## src/rtl/pipeline_hazard_ctrl_pkg.sv

```systemverilog
// Shared types for the pipeline hazard sequencer: FSM state encoding and the
// per-stage control word, with its all-zero bubble value.
package pipeline_hazard_ctrl_pkg;

    typedef enum logic [1:0] {
        ST_BOOT,
        ST_RUN,
        ST_MEM_WAIT,
        ST_ERROR
    } hazard_state_e;

    typedef struct packed {
        logic pc_en;
        logic pc_redirect;
        logic if_id_en;
        logic id_ex_en;
        logic ex_mem_en;
        logic mem_wb_en;
        logic if_id_flush;
        logic id_ex_flush;
        logic mem_wb_bubble;
    } stage_ctrl_t;

    // Bubble: every pipeline control field deasserted.
    localparam stage_ctrl_t CTRL_BUBBLE = '0;

    localparam logic [4:0] REG_ZERO = 5'd0;

endpackage

```

## src/rtl/pipeline_hazard_ctrl_load_use_detect.sv

```systemverilog
// Combinational load-use comparator: flags an ID instruction that reads the
// destination of a load currently in EX (x0 never creates a dependency).
module load_use_detect
    import pipeline_hazard_ctrl_pkg::*;
(
    input  logic [4:0] id_rs1,
    input  logic [4:0] id_rs2,
    input  logic       id_uses_rs1,
    input  logic       id_uses_rs2,
    input  logic [4:0] ex_rd,
    input  logic       ex_mem_to_reg,
    output logic       load_use
);

    logic rs1_hit;
    logic rs2_hit;

    assign rs1_hit  = id_uses_rs1 && (id_rs1 == ex_rd);
    assign rs2_hit  = id_uses_rs2 && (id_rs2 == ex_rd);
    assign load_use = ex_mem_to_reg && (ex_rd != REG_ZERO) && (rs1_hit || rs2_hit);

endmodule

```

## src/rtl/pipeline_hazard_ctrl.sv

```systemverilog
// Pipeline sequencer: boot hold, memory-wait freeze with timeout, branch
// redirect flush and load-use interlock, plus saturating stall/flush counters.
module pipeline_hazard_ctrl
    import pipeline_hazard_ctrl_pkg::*;
#(
    parameter int unsigned BOOT_CYCLES = 4,
    parameter int unsigned MEM_TIMEOUT = 255,
    parameter int unsigned CNT_W       = 32
) (
    input  logic             clk,
    input  logic             rst,
    input  logic [4:0]       id_rs1,
    input  logic [4:0]       id_rs2,
    input  logic             id_uses_rs1,
    input  logic             id_uses_rs2,
    input  logic [4:0]       ex_rd,
    input  logic             ex_mem_to_reg,
    input  logic             ex_redirect,
    input  logic             mem_req,
    input  logic             mem_ack,
    output logic             pc_en,
    output logic             pc_redirect,
    output logic             if_id_en,
    output logic             id_ex_en,
    output logic             ex_mem_en,
    output logic             mem_wb_en,
    output logic             if_id_flush,
    output logic             id_ex_flush,
    output logic             mem_wb_bubble,
    output logic             mem_err,
    output logic [CNT_W-1:0] stall_cycles,
    output logic [CNT_W-1:0] flush_count
);

    localparam int unsigned BOOT_W = $clog2(BOOT_CYCLES + 1);
    localparam int unsigned WAIT_W = $clog2(MEM_TIMEOUT + 1);
    localparam logic [BOOT_W-1:0] BOOT_LAST = BOOT_W'(BOOT_CYCLES - 1);
    localparam logic [WAIT_W-1:0] WAIT_MAX  = WAIT_W'(MEM_TIMEOUT);

    hazard_state_e     state, state_next;
    logic [BOOT_W-1:0] boot_cnt;
    logic [WAIT_W-1:0] wait_cnt, wait_cnt_next;
    stage_ctrl_t       ctrl;
    logic              load_use;
    logic              mem_stall;
    logic              stall_inc;
    logic              flush_inc;

    load_use_detect u_load_use_detect (
        .id_rs1        (id_rs1),
        .id_rs2        (id_rs2),
        .id_uses_rs1   (id_uses_rs1),
        .id_uses_rs2   (id_uses_rs2),
        .ex_rd         (ex_rd),
        .ex_mem_to_reg (ex_mem_to_reg),
        .load_use      (load_use)
    );

    // An ack without a request is meaningless and simply ignored here.
    assign mem_stall = mem_req && !mem_ack;

    always_comb begin
        // NOTE: every output of this block gets a default first, so no path can infer a latch.
        ctrl          = CTRL_BUBBLE;
        state_next    = state;
        wait_cnt_next = wait_cnt;
        stall_inc     = 1'b0;
        flush_inc     = 1'b0;
        case (state)
            ST_BOOT: begin
                ctrl.if_id_flush   = 1'b1;
                ctrl.id_ex_flush   = 1'b1;
                ctrl.mem_wb_bubble = 1'b1;
                if (boot_cnt == BOOT_LAST) state_next = ST_RUN;
            end
            ST_RUN, ST_MEM_WAIT: begin
                if (mem_stall) begin
                    // Freeze everything upstream; WB drains with a bubble.
                    ctrl.mem_wb_en     = 1'b1;
                    ctrl.mem_wb_bubble = 1'b1;
                    stall_inc          = 1'b1;
                    wait_cnt_next      = wait_cnt + WAIT_W'(1);
                    state_next         = (wait_cnt_next == WAIT_MAX) ? ST_ERROR : ST_MEM_WAIT;
                end else begin
                    state_next    = ST_RUN;
                    wait_cnt_next = '0;
                    ctrl.id_ex_en  = 1'b1;
                    ctrl.ex_mem_en = 1'b1;
                    ctrl.mem_wb_en = 1'b1;
                    if (ex_redirect) begin
                        // The redirect squashes the dependent instruction, so it wins over load-use.
                        ctrl.pc_en       = 1'b1;
                        ctrl.if_id_en    = 1'b1;
                        ctrl.pc_redirect = 1'b1;
                        ctrl.if_id_flush = 1'b1;
                        ctrl.id_ex_flush = 1'b1;
                        flush_inc        = 1'b1;
                    end else if (load_use) begin
                        ctrl.id_ex_flush = 1'b1;
                        stall_inc        = 1'b1;
                    end else begin
                        ctrl.pc_en    = 1'b1;
                        ctrl.if_id_en = 1'b1;
                    end
                end
            end
            ST_ERROR: begin
                state_next = ST_ERROR;
            end
            default: begin
                state_next = ST_BOOT;
            end
        endcase
    end

    // NOTE: sequential state uses non-blocking assignments so every register samples pre-edge values.
    always_ff @(posedge clk or posedge rst) begin
        if (rst) begin
            state        <= ST_BOOT;
            boot_cnt     <= '0;
            wait_cnt     <= '0;
            mem_err      <= 1'b0;
            stall_cycles <= '0;
            flush_count  <= '0;
        end else begin
            state    <= state_next;
            wait_cnt <= wait_cnt_next;
            if (state == ST_BOOT && boot_cnt != BOOT_LAST) boot_cnt <= boot_cnt + BOOT_W'(1);
            if (state_next == ST_ERROR) mem_err <= 1'b1;
            // Counters stick at all-ones rather than wrapping.
            if (stall_inc && stall_cycles != '1) stall_cycles <= stall_cycles + CNT_W'(1);
            if (flush_inc && flush_count != '1) flush_count <= flush_count + CNT_W'(1);
        end
    end

    assign pc_en         = ctrl.pc_en;
    assign pc_redirect   = ctrl.pc_redirect;
    assign if_id_en      = ctrl.if_id_en;
    assign id_ex_en      = ctrl.id_ex_en;
    assign ex_mem_en     = ctrl.ex_mem_en;
    assign mem_wb_en     = ctrl.mem_wb_en;
    assign if_id_flush   = ctrl.if_id_flush;
    assign id_ex_flush   = ctrl.id_ex_flush;
    assign mem_wb_bubble = ctrl.mem_wb_bubble;

endmodule

```

## config.mk

```make
export PLATFORM = sky130hd
export DESIGN_NAME = pipeline_hazard_ctrl
export DESIGN_NICKNAME = d
export VERILOG_FILES = /design/src/rtl/pipeline_hazard_ctrl_pkg.sv /design/src/rtl/pipeline_hazard_ctrl_load_use_detect.sv /design/src/rtl/pipeline_hazard_ctrl.sv
export SDC_FILE = /design/constraint.sdc
export NUM_CORES = 1
export LEC_CHECK = 0
export ABC_AREA = 0
export BUFFER_PORTS_ARGS = -buffer_cell sky130_fd_sc_hd__buf_2
export CAP_MARGIN = 20
export CORE_UTILIZATION = 58
export DETAILED_ROUTE_END_ITERATION = 16
export PLACE_DENSITY_LB_ADDON = 0.3
export SLEW_MARGIN = 15
export SYNTH_ARGS = -nofsm -noshare
export SYNTH_HDL_FRONTEND = slang
export SYNTH_HIERARCHICAL = 1
export SYNTH_SLANG_ARGS = --single-unit
export TNS_END_PERCENT = 30
```

## constraint.sdc

```tcl
create_clock -name clk -period 6.7 [get_ports clk]
set_clock_uncertainty 0.1 [all_clocks]
set_input_delay 1.34 -clock clk [delete_from_list [all_inputs] [get_ports clk]]
set_output_delay 1.34 -clock clk [all_outputs]
set_load 0.1 [all_outputs]
```

==> results_dict.tcl <==
set metrics [dict create \
    antenna_cells 0 \
    num_vias 3375 \
    synth.ff_latch_count 78 \
    ant_nets 0 \
    critPathLaunchType "primary input" \
    htree_num_levels 3 \
    grt_use_met2_pct 42.1 \
    crit_required_ps 5260 \
    synth_area_leaders "dfrtp_1 47%, xnor2_1 12%, nand3_1 4.6%, nand4_1 4.5%, xor2_1 3.2%" \
    grt_pass1_wl_um 14500 \
    ys_seq_area_share_pct 47.2 \
    cp_data_arrival_time_ps 3020 \
    yosysTopAreaCellShare_pct 47.2 \
    cp_common_cell "buf_2" \
    start_util_pct 60.5 \
    max_freq_mhz 224 \
    final_net_count 528 \
    clk_pin_slew_worst_paths_ps 80 \
    synth_area_um2 4140 \
    grt_max_degree 79 \
    die-area_um2 7470 \
    synth.distinct_cells 53 \
    static-leakage-power_uw 0.00238 \
    area_growth_pct 18.4 \
    grt_pass1_vias 3117 \
    period_share_pct 66.6 \
    io_pins 97 \
    power_density_nw_per_um2 173 \
    drcViolationCount 0 \
    cp_max_fo 4 \
    die_h_um 86.4 \
    cts_tree "built" \
    post_drt_wl_per_cell_um 14.8 \
    min_path_cells 1 \
    drt-pass1-iter-count 4 \
    ys_warn_count 6 \
    relSlewSlack_pct 36.5 \
    top_usage_layer "met2" \
    postCtsHoldBufs 0 \
    antenna_found_initial 0 \
    numCtsBuffers 9 \
    core_area_um2 6830 \
    multi_input_area_um2 2080 \
    regArea_um2 1950 \
    synth_edf_count 0 \
    cts_root_buf "clkbuf_8" \
    r2r_slack_ps 4010 \
    use_met3_pct 4.29 \
    cts_sinks 78 \
    dp_hpwl_um 6360 \
    finalWeightedCongestion 0.841 \
    grt.overflow.total 0 \
    synth-main-ff-cell "dfrtp_1" \
    die_width_um 86.4 \
    synthCells 397 \
    synthArstFlopShare_pct 100 \
    cts_setup_buffers 0 \
    crit_family "simple AND/OR/NAND/NOR gates" \
    grt_setup_unrepaired "no" \
    tns_ps 0 \
    fill_cells 532 \
    viasPerCell 5.64 \
    cp.depth 7 \
    worstMarginPinSlew_ps 953 \
    num_rows 30 \
    yosys.area.top_type "dfrtp_1" \
    wl_um 8860 \
    fin_hold_ws_ps 359 \
    grt_use_met1_pct 33.1 \
    drt_iter0_drc 163 \
    cp-end-kind "output port" \
    ctsResizeCount 0 \
    grt_usage_pct 25.0 \
    layout_min_cycle_time_ps 4460 \
    slew_violations 0 \
    finalInstanceArea_um2 4900 \
    syn_area_per_cell_um2 10.4 \
    syn_nets 428 \
    drive_above_1_share_pct 27.1 \
    cp_slowest_stage_delay_ps 530 \
    peakVddDrop_uv 118 \
    setup_violations 0 \
    clk_path_buf_depth 2 \
    cp_slowest_cell "or4_1" \
    crit_buf_inv 2 \
    hold_violations 0 \
    hp-class "reg -> reg" \
    maxCapViolations 0 \
    critical_path.cell_chain "buf_2 -> or4_1 -> o21ai_1 -> a21oi_1 -> nor2b_1 -> nor2_1 -> buf_2" \
    numPortBuffers 96 \
    placed_area_um2 4700 \
    crit_type "in -> out" \
    worstRegToRegCells 6 \
    clk_latency_ps 340 \
    status "finished, final reports clean" \
]
[cell usage after synthesis, types with 7 or more instances]
cell     count
dfrtp_1     78
xnor2_1     55
nand3_1     38
nand2_1     31
nand4_1     30
inv_1       16
xor2_1      15
and3_1      14
nor2_1      11
nor3_1      10
o21ai_0      9
ha_1         8
a21oi_1      7
[power by group]
part	internal, uW	switching [uW]
Combinational	8.83	16.5
Clock	182	169
Sequential	470	0
Total	662	186
[metrics by stage]
step	worst slack, ps	std cells	power [uW]	util [%]
4_1_cts	2230	598	853	71.7
6_report	2240	598	847	71.7
2_1_floorplan	1300	397	493	-
5_1_grt	2180	598	878	71.7
3_5_place_dp	2230	582	506	68.7
3_3_place_gp	2300	582	505	68.7
[state kept, by name, indices dropped and copies added (netlist names)]
register	flops
boot_cnt	3
flush_count	32
mem_err	1
stall_cycles	32
state	2
wait_cnt	8
[cells by family after synthesis]
family,count (synthesis),synth area share (%)
fa+ha+maj,8,2.42
simple gates,174,25.2
mux,6,1.60
compound gates,37,6.17
flops,78,47.2
buf+inv,24,2.60
xor+xnor,70,14.8
[layout by cell type, fill, tap and decap left out, types with 2 or more instances in the layout]
cell        count
nand4_1        30
xor2_1         15
nor2_1         11
dfrtp_1        78
nor3_1         10
nor4_1          4
nand2_1        31
o2111ai_1       2
mux2_2          3
a31o_2          2
clkbuf_8       10
o22ai_1         4
a31oi_1         2
clkinvlp_4      2
nor2b_1         4
xnor2_1        55
nor4_2          5
nor3_4          2
a21oi_1         7
nand3_1        38
ha_1            8
buf_2          96
and3_2          2
o21ai_0         9
mux2_1          2
and3_1         14
and2_1          2
a21boi_0        2
or4_4           2
inv_1          15
and4_1          5
nand2b_1        4
[area by class of cell]
class | count | area share (%)
multi-input cells | 295 | 42.4
inverters | 16 | 1.23
repair buffers | 97 | 9.97
clock inverters | 5 | 1.20
flip-flops and latches | 78 | 39.9
well taps | 96 | 2.45
clock buffers | 11 | 2.89
[routing by layer]
layer | wire length (um) | up-vias
li1 | - | 1623
met4 | 103 | 0
met2 | 4330 | 82
met3 | 416 | 10
met5 | 0 | -
met1 | 4010 | 1660
[final timing paths]
| kind | to | start |
|---|---|---|
| max | if_id_en | ex_rd[0] |
| min | mem_err | mem_err |
| min reg2reg | mem_err | mem_err |
| max in group asynchronous | stall_cycles[23] | rst |
| min in group asynchronous | flush_count[23] | rst |
| max reg2reg | flush_count[31] | state[0] |
No activity file was read; power rests on OpenSTA's default activity.
